## src/rtl/lut_pkg.sv

```systemverilog
// Shared constants, state encoding and lane layout for the correction LUT write port.
// Also used by the correction core's LUT receive side.
package lut_pkg;

  localparam int unsigned LUT_ENTRIES     = 327680;
  localparam int unsigned LUT_ENTRY_WIDTH = 20;
  localparam int unsigned LUT_LANE_WIDTH  = 9;

  localparam int unsigned LANE_A_LSB = 0;
  localparam int unsigned LANE_A_MSB = 8;
  localparam int unsigned LANE_B_LSB = 9;
  localparam int unsigned LANE_B_MSB = 17;
  localparam int unsigned LANE_C_LSB = 18;
  localparam int unsigned LANE_C_MSB = 19;

  typedef enum logic [1:0] {
    IDLE,
    LOAD,
    SETTLE,
    DONE
  } lut_state_e;

  // Four DQ lanes, dqa in the most significant slot.
  typedef struct packed {
    logic [LUT_LANE_WIDTH-1:0] dqa;
    logic [LUT_LANE_WIDTH-1:0] dqb;
    logic [LUT_LANE_WIDTH-1:0] dqc;
    logic [LUT_LANE_WIDTH-1:0] dqd;
  } lut_lanes_t;

endpackage

```

## src/rtl/lut_write_streamer_if.sv

```systemverilog
// LUT entry stream (valid/ready) in, correction-LUT write bus (nW + DQ lanes) out.
// master is the streamer side, slave is the upstream source / LUT sink side.
interface lut_write_streamer_if;
  import lut_pkg::*;

  logic                       entryValid;
  logic [LUT_ENTRY_WIDTH-1:0] entryData;
  logic                       entryReady;
  logic                       nW;
  logic [LUT_LANE_WIDTH-1:0]  DQa_write;
  logic [LUT_LANE_WIDTH-1:0]  DQb_write;
  logic [LUT_LANE_WIDTH-1:0]  DQc_write;
  logic [LUT_LANE_WIDTH-1:0]  DQd_write;

  modport master (
    input  entryValid, entryData,
    output entryReady, nW, DQa_write, DQb_write, DQc_write, DQd_write
  );

  modport slave (
    output entryValid, entryData,
    input  entryReady, nW, DQa_write, DQb_write, DQc_write, DQd_write
  );

endinterface

```

## src/rtl/lut_lane_pack.sv

```systemverilog
// Combinational packing of one 20-bit LUT entry onto the four DQ lanes.
// With LUT_WRITE_PARITY_EN defined, dqd[0] carries the even parity of the entry.
module lut_lane_pack
  import lut_pkg::*;
(
  input  logic [LUT_ENTRY_WIDTH-1:0] entry,
  output lut_lanes_t                 lanes
);

  always_comb begin
    lanes     = '0;
    lanes.dqa = entry[LANE_A_MSB:LANE_A_LSB];
    lanes.dqb = entry[LANE_B_MSB:LANE_B_LSB];
    lanes.dqc = LUT_LANE_WIDTH'(entry[LANE_C_MSB:LANE_C_LSB]);
`ifdef LUT_WRITE_PARITY_EN
    lanes.dqd[0] = ^entry;
`endif
  end

endmodule

```

## src/rtl/lut_write_streamer.sv

```systemverilog
// Streams ENTRIES LUT entries onto the correction-LUT write port, then settles and reports done.
// Optional: LUT_WRITE_PARITY_EN adds a lane-D parity bit and the parityAcc output.
module lut_write_streamer
  import lut_pkg::*;
#(
  parameter int unsigned ENTRIES       = LUT_ENTRIES,
  parameter int unsigned CNT_WIDTH     = 19,
  parameter int unsigned SETTLE_CYCLES = 9
) (
  input  logic                 clk,
  input  logic                 rst,
  input  logic                 start,
  input  logic                 abort,
  lut_write_streamer_if.master bus,
  output logic [CNT_WIDTH-1:0] entryCount,
  output logic                 busy,
  output logic                 done
`ifdef LUT_WRITE_PARITY_EN
  ,
  output logic                 parityAcc
`endif
);

  localparam int unsigned SETTLE_W = (SETTLE_CYCLES < 1) ? 1 : $clog2(SETTLE_CYCLES + 1);
  localparam logic [CNT_WIDTH-1:0] CNT_MAX  = CNT_WIDTH'(ENTRIES);
  localparam logic [CNT_WIDTH-1:0] CNT_LAST = CNT_WIDTH'(ENTRIES - 1);
  localparam logic [SETTLE_W-1:0]  SETTLE_END = SETTLE_W'(SETTLE_CYCLES);

  lut_state_e          state;
  logic [SETTLE_W-1:0] settle_cnt;
  logic                nw_q;
  lut_lanes_t          lanes_q;
  lut_lanes_t          packed_lanes;
  logic                accept;
  logic                go;

  // Abort beats start everywhere; start is only looked at in IDLE/DONE.
  assign go             = start && !abort;
  assign bus.entryReady = (state == LOAD) && (entryCount < CNT_MAX);
  assign accept         = bus.entryValid && bus.entryReady;

  lut_lane_pack u_pack (
    .entry (bus.entryData),
    .lanes (packed_lanes)
  );

  // Write strobe defaults high each cycle, so bubbles never repeat a write.
  always_ff @(posedge clk) begin
    if (rst) begin
      state      <= IDLE;
      nw_q       <= 1'b1;
      lanes_q    <= '0;
      entryCount <= '0;
      settle_cnt <= '0;
    end else begin
      nw_q <= 1'b1;
      case (state)
        IDLE, DONE: begin
          if (go) begin
            state      <= LOAD;
            entryCount <= '0;
          end
        end
        LOAD: begin
          if (abort) begin
            state <= IDLE;
          end else if (accept) begin
            nw_q       <= 1'b0;
            lanes_q    <= packed_lanes;
            entryCount <= entryCount + CNT_WIDTH'(1);
            if (entryCount == CNT_LAST) begin
              state      <= SETTLE;
              settle_cnt <= '0;
            end
          end
        end
        SETTLE: begin
          if (abort) begin
            state <= IDLE;
          end else if (settle_cnt == SETTLE_END) begin
            state <= DONE;
          end else begin
            settle_cnt <= settle_cnt + SETTLE_W'(1);
          end
        end
        default: state <= IDLE;
      endcase
    end
  end

`ifdef LUT_WRITE_PARITY_EN
  // Running XOR of every entry actually written in this load.
  always_ff @(posedge clk) begin
    if (rst) begin
      parityAcc <= 1'b0;
    end else if (((state == IDLE) || (state == DONE)) && go) begin
      parityAcc <= 1'b0;
    end else if (((state == LOAD) || (state == SETTLE)) && abort) begin
      parityAcc <= 1'b0;
    end else if (accept) begin
      parityAcc <= parityAcc ^ packed_lanes.dqd[0];
    end
  end
`endif

  assign bus.nW        = nw_q;
  assign bus.DQa_write = lanes_q.dqa;
  assign bus.DQb_write = lanes_q.dqb;
  assign bus.DQc_write = lanes_q.dqc;
  assign bus.DQd_write = lanes_q.dqd;

  assign busy = (state == LOAD) || (state == SETTLE);
  assign done = (state == DONE);

endmodule

```

## src/flat_wrapper.sv

```systemverilog
// flat-port wrapper written by rule: the top's interface ports become plain ports
module lut_write_streamer_flat import lut_pkg::*;
#(
  parameter int unsigned ENTRIES       = LUT_ENTRIES,
  parameter int unsigned CNT_WIDTH     = 19,
  parameter int unsigned SETTLE_CYCLES = 9
)
  (clk, rst, start, abort, entryCount, busy, done, bus_entryValid, bus_entryData, bus_entryReady, bus_nW, bus_DQa_write, bus_DQb_write, bus_DQc_write, bus_DQd_write);
  lut_write_streamer_if bus_i ();
  input  logic clk;
  input  logic rst;
  input  logic start;
  input  logic abort;
  output logic [CNT_WIDTH-1:0] entryCount;
  output logic busy;
  output logic done;
  input wire logic [$bits(bus_i.entryValid)-1:0] bus_entryValid;
  input wire logic [$bits(bus_i.entryData)-1:0] bus_entryData;
  output wire logic [$bits(bus_i.entryReady)-1:0] bus_entryReady;
  output wire logic [$bits(bus_i.nW)-1:0] bus_nW;
  output wire logic [$bits(bus_i.DQa_write)-1:0] bus_DQa_write;
  output wire logic [$bits(bus_i.DQb_write)-1:0] bus_DQb_write;
  output wire logic [$bits(bus_i.DQc_write)-1:0] bus_DQc_write;
  output wire logic [$bits(bus_i.DQd_write)-1:0] bus_DQd_write;
  assign bus_i.entryValid = bus_entryValid;
  assign bus_i.entryData = bus_entryData;
  assign bus_entryReady = bus_i.entryReady;
  assign bus_nW = bus_i.nW;
  assign bus_DQa_write = bus_i.DQa_write;
  assign bus_DQb_write = bus_i.DQb_write;
  assign bus_DQc_write = bus_i.DQc_write;
  assign bus_DQd_write = bus_i.DQd_write;
  lut_write_streamer #(.ENTRIES(ENTRIES), .CNT_WIDTH(CNT_WIDTH), .SETTLE_CYCLES(SETTLE_CYCLES)) u_core (.clk(clk), .rst(rst), .start(start), .abort(abort), .bus(bus_i), .entryCount(entryCount), .busy(busy), .done(done));
endmodule
```

## config.mk

```make
export PLATFORM = sky130hd
export DESIGN_NAME = lut_write_streamer_flat
export DESIGN_NICKNAME = d
export VERILOG_FILES = /design/src/rtl/lut_pkg.sv /design/src/rtl/lut_write_streamer_if.sv /design/src/rtl/lut_lane_pack.sv /design/src/rtl/lut_write_streamer.sv /design/src/flat_wrapper.sv
export SDC_FILE = /design/constraint.sdc
export NUM_CORES = 1
export LEC_CHECK = 0
export ABC_AREA = 1
export CAP_MARGIN = 20
export CORE_MARGIN = 5
export CORE_UTILIZATION = 45
export DETAILED_ROUTE_END_ITERATION = 8
export HOLD_SLACK_MARGIN = 0.02
export MAX_ROUTING_LAYER = met4
export PLACE_DENSITY = 0.8
export SETUP_SLACK_MARGIN = 0.5
export SYNTH_ARGS = -nofsm -noshare
export SYNTH_HDL_FRONTEND = slang
export SYNTH_SLANG_ARGS = --single-unit
export TNS_END_PERCENT = 1
```

## constraint.sdc

```tcl
create_clock -name clk -period 2.2 [get_ports clk]
set_clock_uncertainty 0.05 [all_clocks]
set_input_delay 0.44 -clock clk [delete_from_list [all_inputs] [get_ports clk]]
set_output_delay 0.44 -clock clk [all_outputs]
set_load 0.01 [all_outputs]
```

==> run summary <==
Clock Sinks: 46
leakage: 1.28 nW
Synth top area share: 39.4%
Gate Count Post-Synth: 335
initial antenna violation count: 0
Placer Congestion: 0.860
period utilisation layout: 80.1%
Total Wirelength: 5.82 mm
CP Depth: 1
Worst-path clk slew: 90 ps
Via density: 4.85
worst-path fanout max: 5
DP HPWL: 4.22 mm
worst path bufs/invs: 1
Worst VDD drop: 0.446 mV
Top delay family on crit path: buffers and inverters
drc violations: 0
Antenna Violating Nets Remaining: 0
count of different cell masters after synthesis: 30
status: completed
total of max-cap violations: 0
htree depth: 2
Yosys reg bits: 46
critical path endpoint category: output pin
die height: 82.0 um
Yosys Warn Count: 0
clk buf depth: 2
Mapped Area: 2330 um^2
DRT Pass-1 Iters: 5
crit path launch type: flop
num rows: 26
antenna cell count: 0
Initial DRC Count: 110
reg2reg path depth: 11
Yosys top cell by area: dfxtp_1
power per cell area: 817 nW/um^2
RSZ-0062 raised after global routing: yes
max-slew violations: 0
count of nets after finishing: 440
number of CTS-inserted buffers: 5
Post-DP Area: 3000 um^2
total core area: 5070 um^2
Fillers: 463
layout cells sized above 1: 12.9%
Hold Crit Class: reg -> reg
Clock Latency Late Sink: 300 ps
Final Hold Violating Endpoints: 0
vias in the first global route: 2,083
slowest cell delay on critical path: 560 ps
IO buf count: 67
WL/cell: 12.1 um
slowest CP cell: clkdlybuf4s50_1
CTS tree: yes
cts hold-fix bufs: 0
via count: 2,330
die width: 82.0 um
post-synthesis sequential area ratio: 39.4%
worst-path cell chain: clkdlybuf4s50_1
Remaining Overflow, GRT: 0
CTS root buffer: clkbuf_8
CP arrival: 1270 ps
ranking of synthesized cells by area: dfxtp_1, nand2_1, a21oi_1
setup violators final: 0
largest net degree at the start of global routing: 23
Hold Path Depth: 2
fmax: 568 MHz
total track usage: 17.3%
fin area: 3250 um^2
WP data required: 1710 ps
Starting Density: 46.0%
I/O pin total: 84
syn_area_per_cell: 6.97 um^2
die area: 6730 um^2
post-layout min period: 1760 ps
Layout area overhead: 39.1%
setup TNS: 0 ps
Crit Path Class: reg -> out
global-route wire length before repair: 8.96 mm
==> Yosys cell counts <==
cell type,instances
nand4_1,8
or2_0,1
buf_1,1
o21ai_2,1
nand3_1,15
conb_1,1
or2_2,1
nor3b_1,1
nand3b_1,3
nand3_2,1
buf_4,20
nand2_1,88
buf_6,1
xor2_1,1
nor3_1,2
ha_1,6
o21ai_0,9
a31oi_1,2
o21bai_1,2
clkbuf_1,3
nor2_1,33
dfxtp_1,46
nand2_2,3
inv_1,32
nor2_4,3
inv_2,3
nor2_2,2
a21oi_1,42
o21ai_1,2
buf_2,2
==> stage by stage <==
step	utilization [%]	setup WS (ps)	hold WS [ps]	instances	power, W
2_1_floorplan	-	503	414	350	0.00160
3_3_place_gp	59.1	172	401	465	0.00184
3_5_place_dp	59.1	113	406	465	0.00186
4_1_cts	62.0	376	419	474	0.00249
5_1_grt	64.0	350	434	480	0.00280
6_report	64.0	438	414	480	0.00265
==> registers in the layout (all words and copies together) (netlist names) <==
| name | count |
|---|---|
| u_core.bus.nW | 1 |
| u_core.bus.DQb_write | 9 |
| u_core.settle_cnt | 4 |
| u_core.bus.DQa_write | 9 |
| u_core.entryCount | 19 |
| u_core.state | 2 |
| u_core.bus.DQc_write | 2 |
==> metal layers <==
metal  share of wire [%]  GRT usage [%]
met3                 9.6           7.13
met4                0.74           4.32
met1                  43           19.4
met2                  47           28.7
met5                   0              -
==> final timing paths <==
kind                                   startpoint                                   end  slack, ps
min          u_core.bus.DQa_write[3]$_SDFFE_PP0P_  u_core.bus.DQa_write[3]$_SDFFE_PP0P_        410
max reg2reg          u_core.state[1]$_SDFFE_PP0P_     u_core.entryCount[8]$_SDFFE_PP0P_        470
max            u_core.entryCount[16]$_SDFFE_PP0P_                        entryCount[16]        440
min reg2reg  u_core.bus.DQa_write[3]$_SDFFE_PP0P_  u_core.bus.DQa_write[3]$_SDFFE_PP0P_        410
==> cells in the final DEF (no fill, tap or decap), types with 2 or more instances in the layout <==
cell type and instances:
o21bai_1 2, buf_4 9, dfxtp_1 34, ha_1 4, clkbuf_8 7, nand2_2 4, o21ai_0 7, o21ai_1 4
dlymetal6s2s_1 2, a31oi_1 2, buf_6 2, dfxtp_4 2, a21oi_1 42, nor3_1 2, conb_1 16, nand4_1 8
nor2_4 5, inv_1 31, nand3b_1 3, dfxtp_2 10, nor2_1 32, clkdlybuf4s50_1 62, nand3_1 15, ha_4 2
nand2_1 86, inv_2 4
==> power breakdown <==
| part | internal (W) | leakage [nW] | total (W) | switching [W] |
|---|---|---|---|---|
| combinational | 0.000474 | 0.850 | 0.00110 | 0.000629 |
| clock | 0.000288 | 0.0544 | 0.000589 | 0.000301 |
| sequential | 0.000905 | 0.378 | 0.000962 | 0.0000575 |
==> logic make-up (layout without fill, tap and decap cells) <==
kind of cell,after synthesis,in the layout,share of synthesized area (%)
buffers and inverters,62,122,13.6
other,1,16,0.161
and+or+nand+nor,161,161,30.3
xor gates and xnor gates,1,1,0.375
adders and majority gates,6,6,3.22
AOI/OAI and AO/OA,58,58,12.9
DFF,46,46,39.4
==> area by class of cell <==
type	instances	area (um^2)	area share [%]
Clock buffer	7	96.3	2.97
Clock inverter	1	8.76	0.270
Inverter	35	131	4.05
Multi-Input combinational cell	242	1210	37.2
Sequential cell	46	941	29.0
Tap cell	70	87.6	2.70
Timing Repair Buffer	79	774	23.9
==> timing repair <==
action | CTS | global route
setup buffers | 1 | 6
endpoints found under the setup margin | 67 | 79
pin swaps | 0 | 3
resized for setup | 13 | 27
Power figures use the tool's default switching activity.
